## src/rtl/keypad_scan_debounce_if.sv

```systemverilog
// Keypad-side signal bundle: row sense in, column drive and decoded key events out.
interface keypad_scan_debounce_if;
  logic [3:0] key_row;
  logic [2:0] key_col;
  logic       key_valid;
  logic [3:0] key_code;
  logic       key_held;

  modport slave (
    input  key_row,
    output key_col,
    output key_valid,
    output key_code,
    output key_held
  );

  modport master (
    output key_row,
    input  key_col,
    input  key_valid,
    input  key_code,
    input  key_held
  );
endinterface

```

## src/rtl/keypad_scan_debounce.sv

```systemverilog
// 3x4 keypad scanner: rotates a one-hot column drive on a slow tick, debounces
// a single-row hit, and reports one key_valid pulse per accepted press.
module keypad_scan_debounce #(
  parameter int unsigned CLK_DIV  = 12499,
  parameter int unsigned DEBOUNCE = 4
) (
  input  logic                  clk,
  input  logic                  rst,
  keypad_scan_debounce_if.slave kp
);

  localparam int unsigned CW = (CLK_DIV < 1) ? 1 : $clog2(CLK_DIV + 1);
  localparam logic [CW-1:0] DIV_MAX = CW'(CLK_DIV);
  localparam logic [3:0]    DEB_N   = 4'(DEBOUNCE);

  typedef enum logic [1:0] {
    ST_SCAN,
    ST_DEBOUNCE,
    ST_HELD,
    ST_RELEASE
  } state_t;

  state_t        state_q, state_d;
  logic [3:0]    row_m, row_s;
  logic [CW-1:0] div_q;
  logic          tick;
  logic [2:0]    col_q, col_d, col_next;
  logic [3:0]    cap_q, cap_d;
  logic [3:0]    cnt_q, cnt_d, cnt_inc;
  logic          valid_q, valid_d;
  logic [3:0]    code_q, code_d;
  logic          single_key;

  function automatic logic [3:0] code_of(input logic [2:0] col, input logic [3:0] row);
    logic [3:0] c;
    c = '0;
    unique case (row)
      4'b0001: c = col[0] ? 4'd1  : col[1] ? 4'd2 : 4'd3;
      4'b0010: c = col[0] ? 4'd4  : col[1] ? 4'd5 : 4'd6;
      4'b0100: c = col[0] ? 4'd7  : col[1] ? 4'd8 : 4'd9;
      4'b1000: c = col[0] ? 4'd10 : col[1] ? 4'd0 : 4'd11;
      default: c = '0;
    endcase
    return c;
  endfunction

  // Two-flop synchronizer on the asynchronous row sense lines
  always_ff @(posedge clk or negedge rst) begin
    if (!rst) begin
      row_m <= '0;
      row_s <= '0;
    end else begin
      row_m <= kp.key_row;
      row_s <= row_m;
    end
  end

  always_ff @(posedge clk or negedge rst) begin
    if (!rst) begin
      div_q <= '0;
    end else if (div_q == DIV_MAX) begin
      div_q <= '0;
    end else begin
      div_q <= div_q + 1'b1;
    end
  end

  assign tick       = (div_q == DIV_MAX);
  assign col_next   = {col_q[1:0], col_q[2]};
  assign cnt_inc    = cnt_q + 4'd1;
  assign single_key = (row_s != '0) && ((row_s & (row_s - 4'd1)) == '0);

  always_ff @(posedge clk or negedge rst) begin
    if (!rst) begin
      state_q <= ST_SCAN;
      col_q   <= 3'b001;
      cap_q   <= '0;
      cnt_q   <= '0;
      valid_q <= 1'b0;
      code_q  <= '0;
    end else begin
      state_q <= state_d;
      col_q   <= col_d;
      cap_q   <= cap_d;
      cnt_q   <= cnt_d;
      valid_q <= valid_d;
      code_q  <= code_d;
    end
  end

  // The column register doubles as the captured column while a key is tracked
  always_comb begin
    state_d = state_q;
    col_d   = col_q;
    cap_d   = cap_q;
    cnt_d   = cnt_q;
    valid_d = 1'b0;
    code_d  = code_q;
    if (tick) begin
      unique case (state_q)
        ST_SCAN: begin
          if (single_key) begin
            cap_d   = row_s;
            cnt_d   = 4'd1;
            state_d = ST_DEBOUNCE;
          end else begin
            col_d = col_next;
          end
        end
        ST_DEBOUNCE: begin
          if (row_s == cap_q) begin
            cnt_d = cnt_inc;
            if (cnt_inc == DEB_N) begin
              state_d = ST_HELD;
              valid_d = 1'b1;
              code_d  = code_of(col_q, cap_q);
            end
          end else begin
            state_d = ST_SCAN;
            cap_d   = '0;
            cnt_d   = '0;
            col_d   = col_next;
          end
        end
        ST_HELD: begin
          if (row_s == '0) begin
            cnt_d   = 4'd1;
            state_d = ST_RELEASE;
          end
        end
        ST_RELEASE: begin
          if (row_s == '0) begin
            cnt_d = cnt_inc;
            if (cnt_inc == DEB_N) begin
              state_d = ST_SCAN;
              cnt_d   = '0;
              col_d   = col_next;
            end
          end else begin
            state_d = ST_HELD;
            cnt_d   = '0;
          end
        end
        default: state_d = ST_SCAN;
      endcase
    end
  end

  assign kp.key_col   = col_q;
  assign kp.key_valid = valid_q;
  assign kp.key_code  = code_q;
  assign kp.key_held  = (state_q == ST_HELD) || (state_q == ST_RELEASE);

endmodule

```

## src/flat_wrapper.sv

```systemverilog
// flat-port wrapper written by rule: the top's interface ports become plain ports
module keypad_scan_debounce_flat 
#(
  parameter int unsigned CLK_DIV  = 12499,
  parameter int unsigned DEBOUNCE = 4
)
  (clk, rst, kp_key_row, kp_key_col, kp_key_valid, kp_key_code, kp_key_held);
  keypad_scan_debounce_if kp_i ();
  input  logic clk;
  input  logic rst;
  input wire logic [$bits(kp_i.key_row)-1:0] kp_key_row;
  output wire logic [$bits(kp_i.key_col)-1:0] kp_key_col;
  output wire logic [$bits(kp_i.key_valid)-1:0] kp_key_valid;
  output wire logic [$bits(kp_i.key_code)-1:0] kp_key_code;
  output wire logic [$bits(kp_i.key_held)-1:0] kp_key_held;
  assign kp_i.key_row = kp_key_row;
  assign kp_key_col = kp_i.key_col;
  assign kp_key_valid = kp_i.key_valid;
  assign kp_key_code = kp_i.key_code;
  assign kp_key_held = kp_i.key_held;
  keypad_scan_debounce #(.CLK_DIV(CLK_DIV), .DEBOUNCE(DEBOUNCE)) u_core (.clk(clk), .rst(rst), .kp(kp_i));
endmodule
```

## config.mk

```make
export PLATFORM = sky130hd
export DESIGN_NAME = keypad_scan_debounce_flat
export DESIGN_NICKNAME = d
export VERILOG_FILES = /design/src/rtl/keypad_scan_debounce_if.sv /design/src/rtl/keypad_scan_debounce.sv /design/src/flat_wrapper.sv
export SDC_FILE = /design/constraint.sdc
export NUM_CORES = 1
export LEC_CHECK = 0
export CAP_MARGIN = 40
export CORE_MARGIN = 1.5
export CORE_UTILIZATION = 57
export DETAILED_ROUTE_END_ITERATION = 12
export PLACE_DENSITY_LB_ADDON = 0.15
export RECOVER_POWER = 25
export SLEW_MARGIN = 15
export SYNTH_ARGS = -nofsm -noshare
export SYNTH_HDL_FRONTEND = slang
export SYNTH_SLANG_ARGS = --single-unit
```

## constraint.sdc

```tcl
create_clock -name clk -period 2.8 [get_ports clk]
set_input_delay 0.56 -clock clk [delete_from_list [all_inputs] [get_ports clk]]
set_output_delay 0.56 -clock clk [all_outputs]
set_load 0.005 [all_outputs]
```

# Yosys cells after proc, flatten, opt, wreduce, memory -nomap -nowiden

Index checks and enable logic that the tools add are counted.

Add/subtract/negate cells: 3
Eq/ne operators: 18
Muxes and demuxes: 35
Bitwise gates (word level): 1
Reductions and logical operators: 13

Operator list:

| kind                  | count |
|---|---|
| $mux 4                | 12 |
| $pmux 4 s4            | 2 |
| $add 14x1->14 const B | 1 |
| $eq 14x14->1 const B  | 1 |
| $mux 14               | 1 |
| $mux 2                | 7 |
| $mux 3                | 4 |
| $pmux 3 s3            | 1 |
| $eq 4x3->1 const B    | 2 |
| $logic_not 4->1       | 2 |
| $ne 2x1->1 const B    | 4 |
| $pmux 2 s4            | 1 |
| $pmux 4 s2            | 1 |
| $reduce_and 4->1      | 2 |
| $mux 1                | 6 |
| $reduce_and 6->1      | 1 |
| $reduce_and 5->1      | 1 |
| $add 4x1->4 const B   | 1 |
| $and 4x4->4           | 1 |
| $eq 2x2->1 const B    | 2 |
| $eq 4x1->1 const B    | 1 |
| $eq 4x2->1 const B    | 1 |
| $eq 4x4->1            | 1 |
| $eq 4x4->1 const B    | 1 |
| other kinds (12)      | 13 |

Register bits after elaboration: 40
Output and inout bits: 9

# Depth between registers and ports, before layout

Gate-level depths: netlist of the first run.

Depth in word-level cells: 6
Gate-level depth with buffers: 7

# Least setup slack after synthesis of the first run

Ideal clock, no wire load.

Kind: reg2reg
Start point: reg u_core.div_q[10]
End point: reg u_core.col_q[1] (netlist: u_core.kp.key_col[1])
Library setup time: 0.127 ns
Arrival: 2.420 ns
Required time: 2.673 ns
Path slack: 0.252 ns
Cell stages (with the launch flop): 7
Buffers on the path: 1
Cell sequence: dfrtp_1 -> or4_1 -> or4_1 -> buf_2 -> nor2_1 -> or4b_4 -> mux2_1

Word-level cells in the longest chain between the ends: 2

RTL lines:

| what                              | RTL line                   | RTL |
|---|---|---|
| start, declared                   | keypad_scan_debounce.sv:25 | `logic [CW-1:0] div_q;` |
| start signal, assigned            | keypad_scan_debounce.sv:64 | `div_q <= div_q + 1'b1;` |
| $eq 14x14->1                      | keypad_scan_debounce.sv:68 | `assign tick = (div_q == DIV_MAX);` |
| $reduce_and 6->1 (no source line) | n/a                        |  |
| end signal, assigned              | keypad_scan_debounce.sv:83 | `col_q <= col_d;` |
| end, declared                     | keypad_scan_debounce.sv:27 | `logic [2:0] col_q, col_d, col_next;` |

No other way between the ends.
A chain may end at the register's enable or synchronous reset.

# Worst setup path in the final report of the first run

Start point: reg u_core.div_q[9]
End point: reg u_core.col_q[2] (netlist: u_core.kp.key_col[2])

Same word-level chain as after synthesis.

==> impl_metrics.tcl, run 1 <==
set metrics [dict create \
    outcome "complete, no violations" \
    worst_pin_slew_ns 1.28 \
    drcViolationCount 0 \
    fp.dieW_um 61.8 \
    drt-total-wl_mm 3.64 \
    synth_nets 200 \
    synth-main-ff-cell "dfrtp_1" \
    cts_inserted_buffers 5 \
    async_reset_ff_share_pct 100 \
    hold_class "in -> async" \
    dr.pass1.iters 4 \
    io_pins 15 \
    synth_cell_types 45 \
    setup_viol 0 \
    wl_per_cell_um 14.3 \
    rows 21 \
    postCtsSetupRepairBufs 0 \
    clock_latency_ns 0.36 \
    cts_buffer_depth 2 \
    grt_pass1_vias 1441 \
    fmax_ghz 0.390 \
    fin_crit_ns 2.57 \
    pre_cts_slack_ns 0.261 \
    wl_met1_mm 1.67 \
    vias 1446 \
    post_cts_resized 0 \
    met2_length_mm 1.77 \
    critPathMostFrequentCell "or4_1" \
    grt_pass1_wl_mm 6.20 \
    tritoncts "built" \
    utilization_pct 66.5 \
    yosysWarningCount 0 \
    syn-cell-area_mm2 0.00197 \
    crit_family "simple AND/OR/NAND/NOR gates" \
    cp-end-kind "register" \
    seq_area_frac_synth_pct 50.8 \
    globalplace.congestion 0.841 \
    final_cells 255 \
    required_ns 3.06 \
    final_hold_viol_count 0 \
    numPortBuffers 14 \
    slew_headroom_pct 14.4 \
    cpPeakStageDelay_ns 0.55 \
    cap_violations 0 \
    antennaDiodeCount 0 \
    routed.top_layer "met4" \
    crit_type "reg -> reg" \
    worstSetupStartpointType "register" \
    cp.arrival_ns 2.83 \
    min_period_over_period_pct 91.7 \
    cts-root-buf "clkbuf_4" \
    dpl.cell_count 246 \
    finalMaxSlewViolations 0 \
    cpMaxStageDelayCell "or4_1" \
    vias_per_cell 5.67 \
    timing.final.ws_setup_ns 0.234 \
    crit_buf_inv 0 \
    dieArea_mm2 0.00382 \
    rsz0062_at_grt "false" \
    setup_tns_ns 0 \
    clkSinkCount 40 \
    ant_nets 0 \
    ctsHoldBuffers 0 \
    skew_ns 0.0129 \
    drt-initial-drc-count 145 \
    crit_chain "or4_1 > or4_1 > nor2_1 > or4b_4 > mux2_1" \
    power_density_mw_per_mm2 415 \
    drive_gt1_share_pct 10.0 \
    postSynthCellCount 191 \
    cellLeakagePower_nw 0.987 \
    grt-ovfl-total 0 \
    die_y_um 61.8 \
    grt_max_degree 41 \
    antenna_found_initial 0 \
    htree_levels 2 \
    final_nets 217 \
    area_growth_pct 12.5 \
    synth-edff-count 0 \
    hpwl_mm 2.65 \
    clk_pin_slew_worst_paths_ns 0.13 \
    ys_ff_latch 40 \
    core_area_mm2 0.00334 \
    route.met3.wl_um 150 \
    grt_usage_pct 22.3 \
    ir_worst_vdd_v 0.000354 \
    syn_area_per_cell_um2 10.3 \
    initial_utilization_pct 59.1 \
    cp_max_fo 5 \
]
final timing paths:
path / from / to / slack [ns] / cells after the start
worst max-delay path: u_core.div_q[9] / u_core.kp.key_col[2] / 0.23 / 5
worst min-delay path: rst / u_core.kp.key_col[1] / 0.25 / 1
worst max register to register: u_core.div_q[9] / u_core.kp.key_col[2] / 0.23 / 5
worst min register to register: u_core.row_m[0] / u_core.row_s[0] / 0.36 / 0
max in group asynchronous: rst / u_core.div_q[13] / 0.90 / 2
min in group clk: u_core.row_m[0] / u_core.row_s[0] / 0.36 / 0
area by class of cell:
class,instances,area [um^2]
inverters,9,33.8
multi-input cells,134,903
clock buffers,5,37.5
fillers,275,1120
repair buffers,18,160
flip-flops and latches,40,1000
well taps,46,57.6
clock inverters,3,23.8
worst register-to-register path, cell delays in order, from the launching register on:
cell     delay [ns]
dfrtp_1        0.45
or4_1          0.53
or4_1          0.55
nor2_1         0.13
or4b_4         0.49
mux2_1         0.32
per-layer routing:
layer  global-route usage (%)  vias up
li1                         -      712
met1                     26.3      700
met2                     38.0       28
met3                     6.83        6
met4                     8.51        0
met5                        0        -
through the flow:
step	total power, mW	hold WS, ns	instance area [um^2]
3_3_place_gp	0.626	0.338	2150
6_report	0.920	0.246	2220
4_1_cts	0.928	0.311	2220
2_1_floorplan	0.608	0.264	1970
3_5_place_dp	0.628	0.337	2150
5_1_grt	0.954	0.319	2220
sequential cells by signal, indices dropped and copies added, names as in the netlist:
signal	cells
u_core.kp.key_code	4
u_core.row_s	4
u_core.kp.key_col	3
u_core.cnt_q	4
u_core.div_q	14
u_core.cap_q	4
u_core.row_m	4
u_core.state_q	2
u_core.kp.key_valid	1
cells in the mapped netlist, drive strengths merged (3+ instances only):
| cell type | n | area (um^2) |
|---|---|---|
| dfrtp | 39 | 976 |
| nor2 | 16 | 60.1 |
| nand3 | 11 | 55.1 |
| nand2 | 10 | 37.5 |
| xnor2 | 10 | 87.6 |
| a21oi | 9 | 45.0 |
| inv | 9 | 33.8 |
| mux2 | 7 | 78.8 |
| nor3 | 7 | 35.0 |
| clkbuf | 6 | 23.8 |
| o21ai | 6 | 30.0 |
| xor2 | 6 | 52.6 |
| nand2b | 5 | 31.3 |
| and3 | 4 | 25.0 |
| mux2i | 4 | 40.0 |
| nand4 | 4 | 25.0 |
| a211oi | 3 | 22.5 |
| ha | 3 | 37.5 |
| or4 | 3 | 22.5 |
report_power, final:
part	switching (mW)	internal [mW]
Combinational	0.0162	0.0103
Clock	0.206	0.0987
Sequential	0.00595	0.583
Total	0.228	0.692
logic make-up after synthesis:
family                   after synthesis  synth area share (%)
AO/OA/AOI/OAI                         32                  11.0
flip-flops                            40                  50.8
XOR/XNOR                              16                  7.11
adder cells (fa/ha/maj)                3                  1.90
AND/OR/NAND/NOR                       72                  19.7
buffers and inverters                 17                  3.36
multiplexers                          11                  6.03
cell usage in the layout, fill, tap and decap left out, types with 3 or more instances in the layout:
cell,synthesis,layout
dfrtp_1,39,39
nor2_1,16,16
clkdlybuf4s50_1,0,13
nand3_1,11,11
nand2_1,10,10
xnor2_1,10,10
a21oi_1,9,9
inv_1,9,9
nor3_1,7,7
o21ai_0,6,6
xor2_1,6,6
nand2b_1,5,5
clkbuf_4,0,5
and3_1,4,4
nand4_1,4,4
mux2_2,4,4
mux2i_1,4,4
or4_1,3,3
a211oi_1,3,3
mux2_1,3,3
ha_1,3,3
buf_4,0,3
Power figures use the tool's default switching activity.
==> inputs of run 2 (changes only) <==
--- a/config.mk
+++ b/config.mk
@@ -7,7 +7,7 @@
 export LEC_CHECK = 0
 export CAP_MARGIN = 40
 export CORE_MARGIN = 1.5
-export CORE_UTILIZATION = 57
+export CORE_UTILIZATION = 60
 export DETAILED_ROUTE_END_ITERATION = 12
 export PLACE_DENSITY_LB_ADDON = 0.15
 export RECOVER_POWER = 25
==> constraint.sdc (replaced) <==
create_clock -name clk -period 3.3 [get_ports clk]
set_input_delay 0.66 -clock clk [delete_from_list [all_inputs] [get_ports clk]]
set_output_delay 0.66 -clock clk [all_outputs]
set_load 0.005 [all_outputs]
==> impl_metrics.tcl, run 2 (synthesis gave the netlist of run 1 again) <==
set metrics [dict create \
    final_cells 251 \
    cpMaxStageDelayCell "or4_1" \
    cp_max_fo 5 \
    cts_inserted_buffers 5 \
    fmax_ghz 0.378 \
    ir_worst_vdd_v 0.000336 \
    fp.dieW_um 60.3 \
    cp.arrival_ns 2.90 \
    rsz0062_at_grt "false" \
    layout_commonest_cell "dfrtp_1" \
    p_total_uw 856 \
    setup_tns_ns 0 \
    slew_headroom_pct 15.6 \
    vias 1504 \
    fin_crit_ns 2.64 \
    cts-root-buf "clkbuf_4" \
    min_period_over_period_pct 80.1 \
    critPathMostFrequentCell "or4_1" \
    clk_pin_slew_worst_paths_ns 0.13 \
    finalMaxSlewViolations 0 \
    ant_nets 0 \
    outcome "complete, no violations" \
    crit_buf_inv 0 \
    utilization_pct 72.3 \
    crit_type "reg -> reg" \
    final_cell_mix "39 x dfrtp_1, 16 x nor2_1, 13 x clkdlybuf4s50_1, 11 x nand3_1" \
    dieArea_mm2 0.00364 \
    die_y_um 60.3 \
    timing.final.ws_setup_ns 0.658 \
    grt_usage_pct 24.5 \
    grt_max_degree 26 \
    largest_reg_flops 14 \
    setup_viol 0 \
    grt-ovfl-total 0 \
    ctsHoldBuffers 0 \
    skew_ns 0.0137 \
    hold_class "in -> async" \
    wl_per_cell_um 15.2 \
    grt_pass1_vias 1449 \
    reg2reg_slack_ns 0.66 \
    vias_per_cell 5.99 \
    crit_chain "or4_1 > or4_1 > nor2_1 > or4b_4 > mux2_1" \
    clock_latency_ns 0.36 \
    worst_pin_slew_ns 1.27 \
    cellLeakagePower_nw 0.996 \
    globalplace.congestion 0.820 \
    required_ns 3.56 \
    drt-initial-drc-count 114 \
    regMostFlops "u_core.div_q" \
    crit_family "simple AND/OR/NAND/NOR gates" \
    cp-end-kind "register" \
    power_density_mw_per_mm2 385 \
    rows 20 \
    initial_utilization_pct 64.1 \
    drcViolationCount 0 \
    final_nets 215 \
    antennaDiodeCount 0 \
    core_area_mm2 0.00308 \
    pre_cts_slack_ns 0.659 \
    antenna_found_initial 0 \
    tritoncts "built" \
    stdcell_area_mm2 0.00222 \
    grt_pass1_wl_mm 6.47 \
    final_hold_viol_count 0 \
    placed_area_mm2 0.00216 \
    dr.pass1.iters 4 \
    drt-total-wl_mm 3.80 \
    drive_gt1_share_pct 9.18 \
    clkSinkCount 40 \
    whs_ns 0.354 \
    cpPeakStageDelay_ns 0.62 \
    dpl.cell_count 243 \
    numPortBuffers 14 \
    io_pins 15 \
    cts_buffer_depth 2 \
    hpwl_mm 2.87 \
    area_growth_pct 12.8 \
    post_cts_resized 0 \
    cap_violations 0 \
    worstSetupStartpointType "register" \
    postCtsSetupRepairBufs 0 \
    nFillCells 228 \
    htree_levels 2 \
]
## run 2: area by class of cell
cell class	instances	area, um^2	area share [%]
Sequential cell	40	1000	45.1
Multi-Input combinational cell	134	903	40.6
Timing Repair Buffer	16	145	6.52
Tap cell	44	55.1	2.47
Clock inverter	3	47.5	2.14
Clock buffer	5	37.5	1.69
Inverter	9	33.8	1.52
## run 2: metal layers
metal	up-vias	wire, um	GRT usage (%)	share of wire, %
met5	-	0	0	0
met4	0	72	10.2	1.9
met3	11	206	8.01	5.4
met2	43	1930	40.2	51
met1	739	1590	29.6	42
li1	711	-	-	-
## run 2: power by group
part	internal, mW	switching [mW]
sequential	0.495	0.00564
clock	0.162	0.170
combinational	0.00872	0.0142
## run 2: worst reg2reg max path, stage by stage, from the launching register on
cell and delay, ns:
dfrtp_1 0.43, or4_1 0.54, or4_1 0.62, nor2_1 0.14, or4b_4 0.49, mux2_1 0.33
## run 2: worst paths after layout
check                                 startpoint                   end  cells past startpoint
worst max-delay path            u_core.div_q[10]  u_core.kp.key_col[1]                      5
worst min-delay path                         rst       u_core.cap_q[2]                      1
worst max register to register  u_core.div_q[10]  u_core.kp.key_col[1]                      5
worst min register to register   u_core.row_m[3]       u_core.row_s[3]                      0
max in group asynchronous                    rst      u_core.div_q[12]                      2
min in group clk                 u_core.row_m[3]       u_core.row_s[3]                      0
==> inputs of run 3 (changes only) <==
--- a/config.mk
+++ b/config.mk
@@ -7,7 +7,7 @@
 export LEC_CHECK = 0
 export CAP_MARGIN = 40
 export CORE_MARGIN = 1.5
-export CORE_UTILIZATION = 60
+export CORE_UTILIZATION = 52
 export DETAILED_ROUTE_END_ITERATION = 12
 export PLACE_DENSITY_LB_ADDON = 0.15
 export RECOVER_POWER = 25
==> constraint.sdc (replaced) <==
create_clock -name clk -period 2.4 [get_ports clk]
set_input_delay 0.48 -clock clk [delete_from_list [all_inputs] [get_ports clk]]
set_output_delay 0.48 -clock clk [all_outputs]
set_load 0.005 [all_outputs]
==> impl_metrics.tcl, run 3 (synthesis gave the netlist of run 1 again) <==
set metrics [dict create \
    antennaDiodeCount 0 \
    cts_buffer_depth 2 \
    grt_pass1_vias 1523 \
    placed_area_mm2 0.00224 \
    htree_levels 2 \
    pwr-share-clk_pct 42.4 \
    grt_pass1_wl_mm 6.62 \
    drive_gt1_share_pct 16.8 \
    power_density_mw_per_mm2 523 \
    fin_crit_ns 2.47 \
    clk_pin_slew_worst_paths_ns 0.07 \
    drcViolationCount 0 \
    cp-end-kind "register" \
    crit_chain "or4b_4 > or4_4 > nor2_1 > or4b_4 > mux2_4" \
    cpPeakStageDelay_ns 0.54 \
    largest_reg_flops 14 \
    violations "setup timing" \
    hold_class "in -> async" \
    final_cells 268 \
    drt-total-wl_mm 3.87 \
    timing.final.ws_setup_ns -0.0719 \
    worst_pin_slew_ns 1.22 \
    cp_max_fo 3 \
    grt-ovfl-total 0 \
    skew_ns 0.00232 \
    p_sw_share_pct 20.0 \
    vias 1520 \
    final_cell_mix "39 x dfrtp_1, 16 x nor2_1, 13 x clkdlybuf4s50_1, 13 x buf_4, 11 x nand3_1" \
    antenna_found_initial 0 \
    slew_headroom_pct 18.7 \
    io_pins 15 \
    stdcell_area_mm2 0.00240 \
    setup_viol 3 \
    die_y_um 64.6 \
    cts-root-buf "clkbuf_8" \
    grt_usage_pct 20.7 \
    worstSetupStartpointType "register" \
    fmax_ghz 0.405 \
    regMostFlops "u_core.div_q" \
    clkSinkCount 40 \
    netSwitchingPower_uw 251 \
    globalplace.congestion 0.886 \
    tritoncts "built" \
    rows 22 \
    min_period_over_period_pct 103 \
    p_seq_share_pct 54.8 \
    cap_violations 0 \
    dieArea_mm2 0.00417 \
    initial_utilization_pct 53.9 \
    drt-initial-drc-count 72 \
    startpoint "u_core.div_q[3]" \
    cellLeakagePower_nw 1.10 \
    combPwrFrac_pct 2.7 \
    rsz0062_at_grt "true" \
    layout_commonest_cell "dfrtp_1" \
    ctsHoldBuffers 0 \
    outcome "finished, violations left" \
    hpwl_mm 2.80 \
    core_area_mm2 0.00366 \
    ir_worst_vdd_v 0.000395 \
    cp.arrival_ns 2.65 \
    grt_max_degree 41 \
    rr_startpoint "u_core.div_q[3]" \
    area_growth_pct 21.7 \
    critPathMostFrequentCell "or4b_4" \
    crit_type "reg -> reg" \
    numPortBuffers 14 \
    wl_per_cell_um 14.4 \
    dpl.cell_count 259 \
    fp.dieW_um 64.6 \
    reg2reg_slack_ns -0.07 \
    final_hold_viol_count 0 \
    cpMaxStageDelayCell "or4b_4" \
    internal_power_mw 1.00 \
    ant_nets 0 \
    dr.pass1.iters 4 \
    final_nets 228 \
    pre_cts_slack_ns -0.111 \
    finalMaxSlewViolations 0 \
    cts_inserted_buffers 5 \
    required_ns 2.58 \
    vias_per_cell 5.67 \
    clock_latency_ns 0.29 \
]
## run 3: changes by cell type in the layout (fill, tap and decap cells not counted), moves of 2 or more
| cell | delta |
|---|---|
| clkbuf_8 | +5 |
| or4_1 | -2 |
| or4_4 | +2 |
| mux2_4 | +2 |
| buf_4 | +12 |
| clkbuf_4 | -5 |
| mux2_1 | -2 |
| clkinv_4 | -2 |
## run 3: cell type report
type                    count  area, um^2
fillers                   270        1260
flip-flops and latches     40        1000
multi-input cells         134         941
repair buffers             29         255
clock buffers               6        72.6
well taps                  48        60.1
clock inverters             2        35.0
inverters                   9        33.8
## run 3: power by group through the flow
stage	clock, mW	sequential (mW)	combinational (mW)
detailed placement	0	0.701	0.0336
global route	0.569	0.689	0.0394
CTS	0.544	0.688	0.0336
global placement	0	0.700	0.0322
finish	0.532	0.688	0.0344
floorplan	0	0.697	0.0128
## run 3: critical path: cells and delay by family (launching register included)
kind	cells	cell delay, ns
multiplexers	1	0.32
flip-flops	1	0.38
AND/OR/NAND/NOR	4	1.67
## run 3: through the flow
| step | hold slack [ns] | setup TNS (ns) | power (mW) | utilization [%] |
|---|---|---|---|---|
| 2_1_floorplan | 0.184 | -0.573 | 0.710 | - |
| 3_3_place_gp | 0.333 | -0.215 | 0.732 | 61.2 |
| 3_5_place_dp | 0.335 | -0.289 | 0.734 | 61.2 |
| 4_1_cts | 0.323 | -0.190 | 1.27 | 64.6 |
| 5_1_grt | 0.252 | -0.432 | 1.30 | 65.6 |
| 6_report | 0.205 | -0.197 | 1.25 | 65.6 |
## run 3: path summary, 6_finish.rpt
path                                        end  cells past startpoint
min in group clk                u_core.row_s[3]                      0
setup / recovery           u_core.kp.key_col[1]                      5
setup reg to reg           u_core.kp.key_col[1]                      5
hold reg to reg                 u_core.row_s[3]                      0
max in group asynchronous       u_core.div_q[2]                      2
hold / removal                  u_core.cnt_q[1]                      1
## run 3: repair_timing
action | CTS | global route
setup buffers | 0 | 0
resized for setup | 5 | 3
setup endpoints to repair | 5 | 13
pin swaps | 3 | 1
## run 3: routing by layer
layer | global-route usage (%) | share of wire [%]
met5 | 0 | 0
met4 | 7.98 | 1.4
met3 | 4.69 | 3.5
met1 | 26.4 | 48
met2 | 34.5 | 47
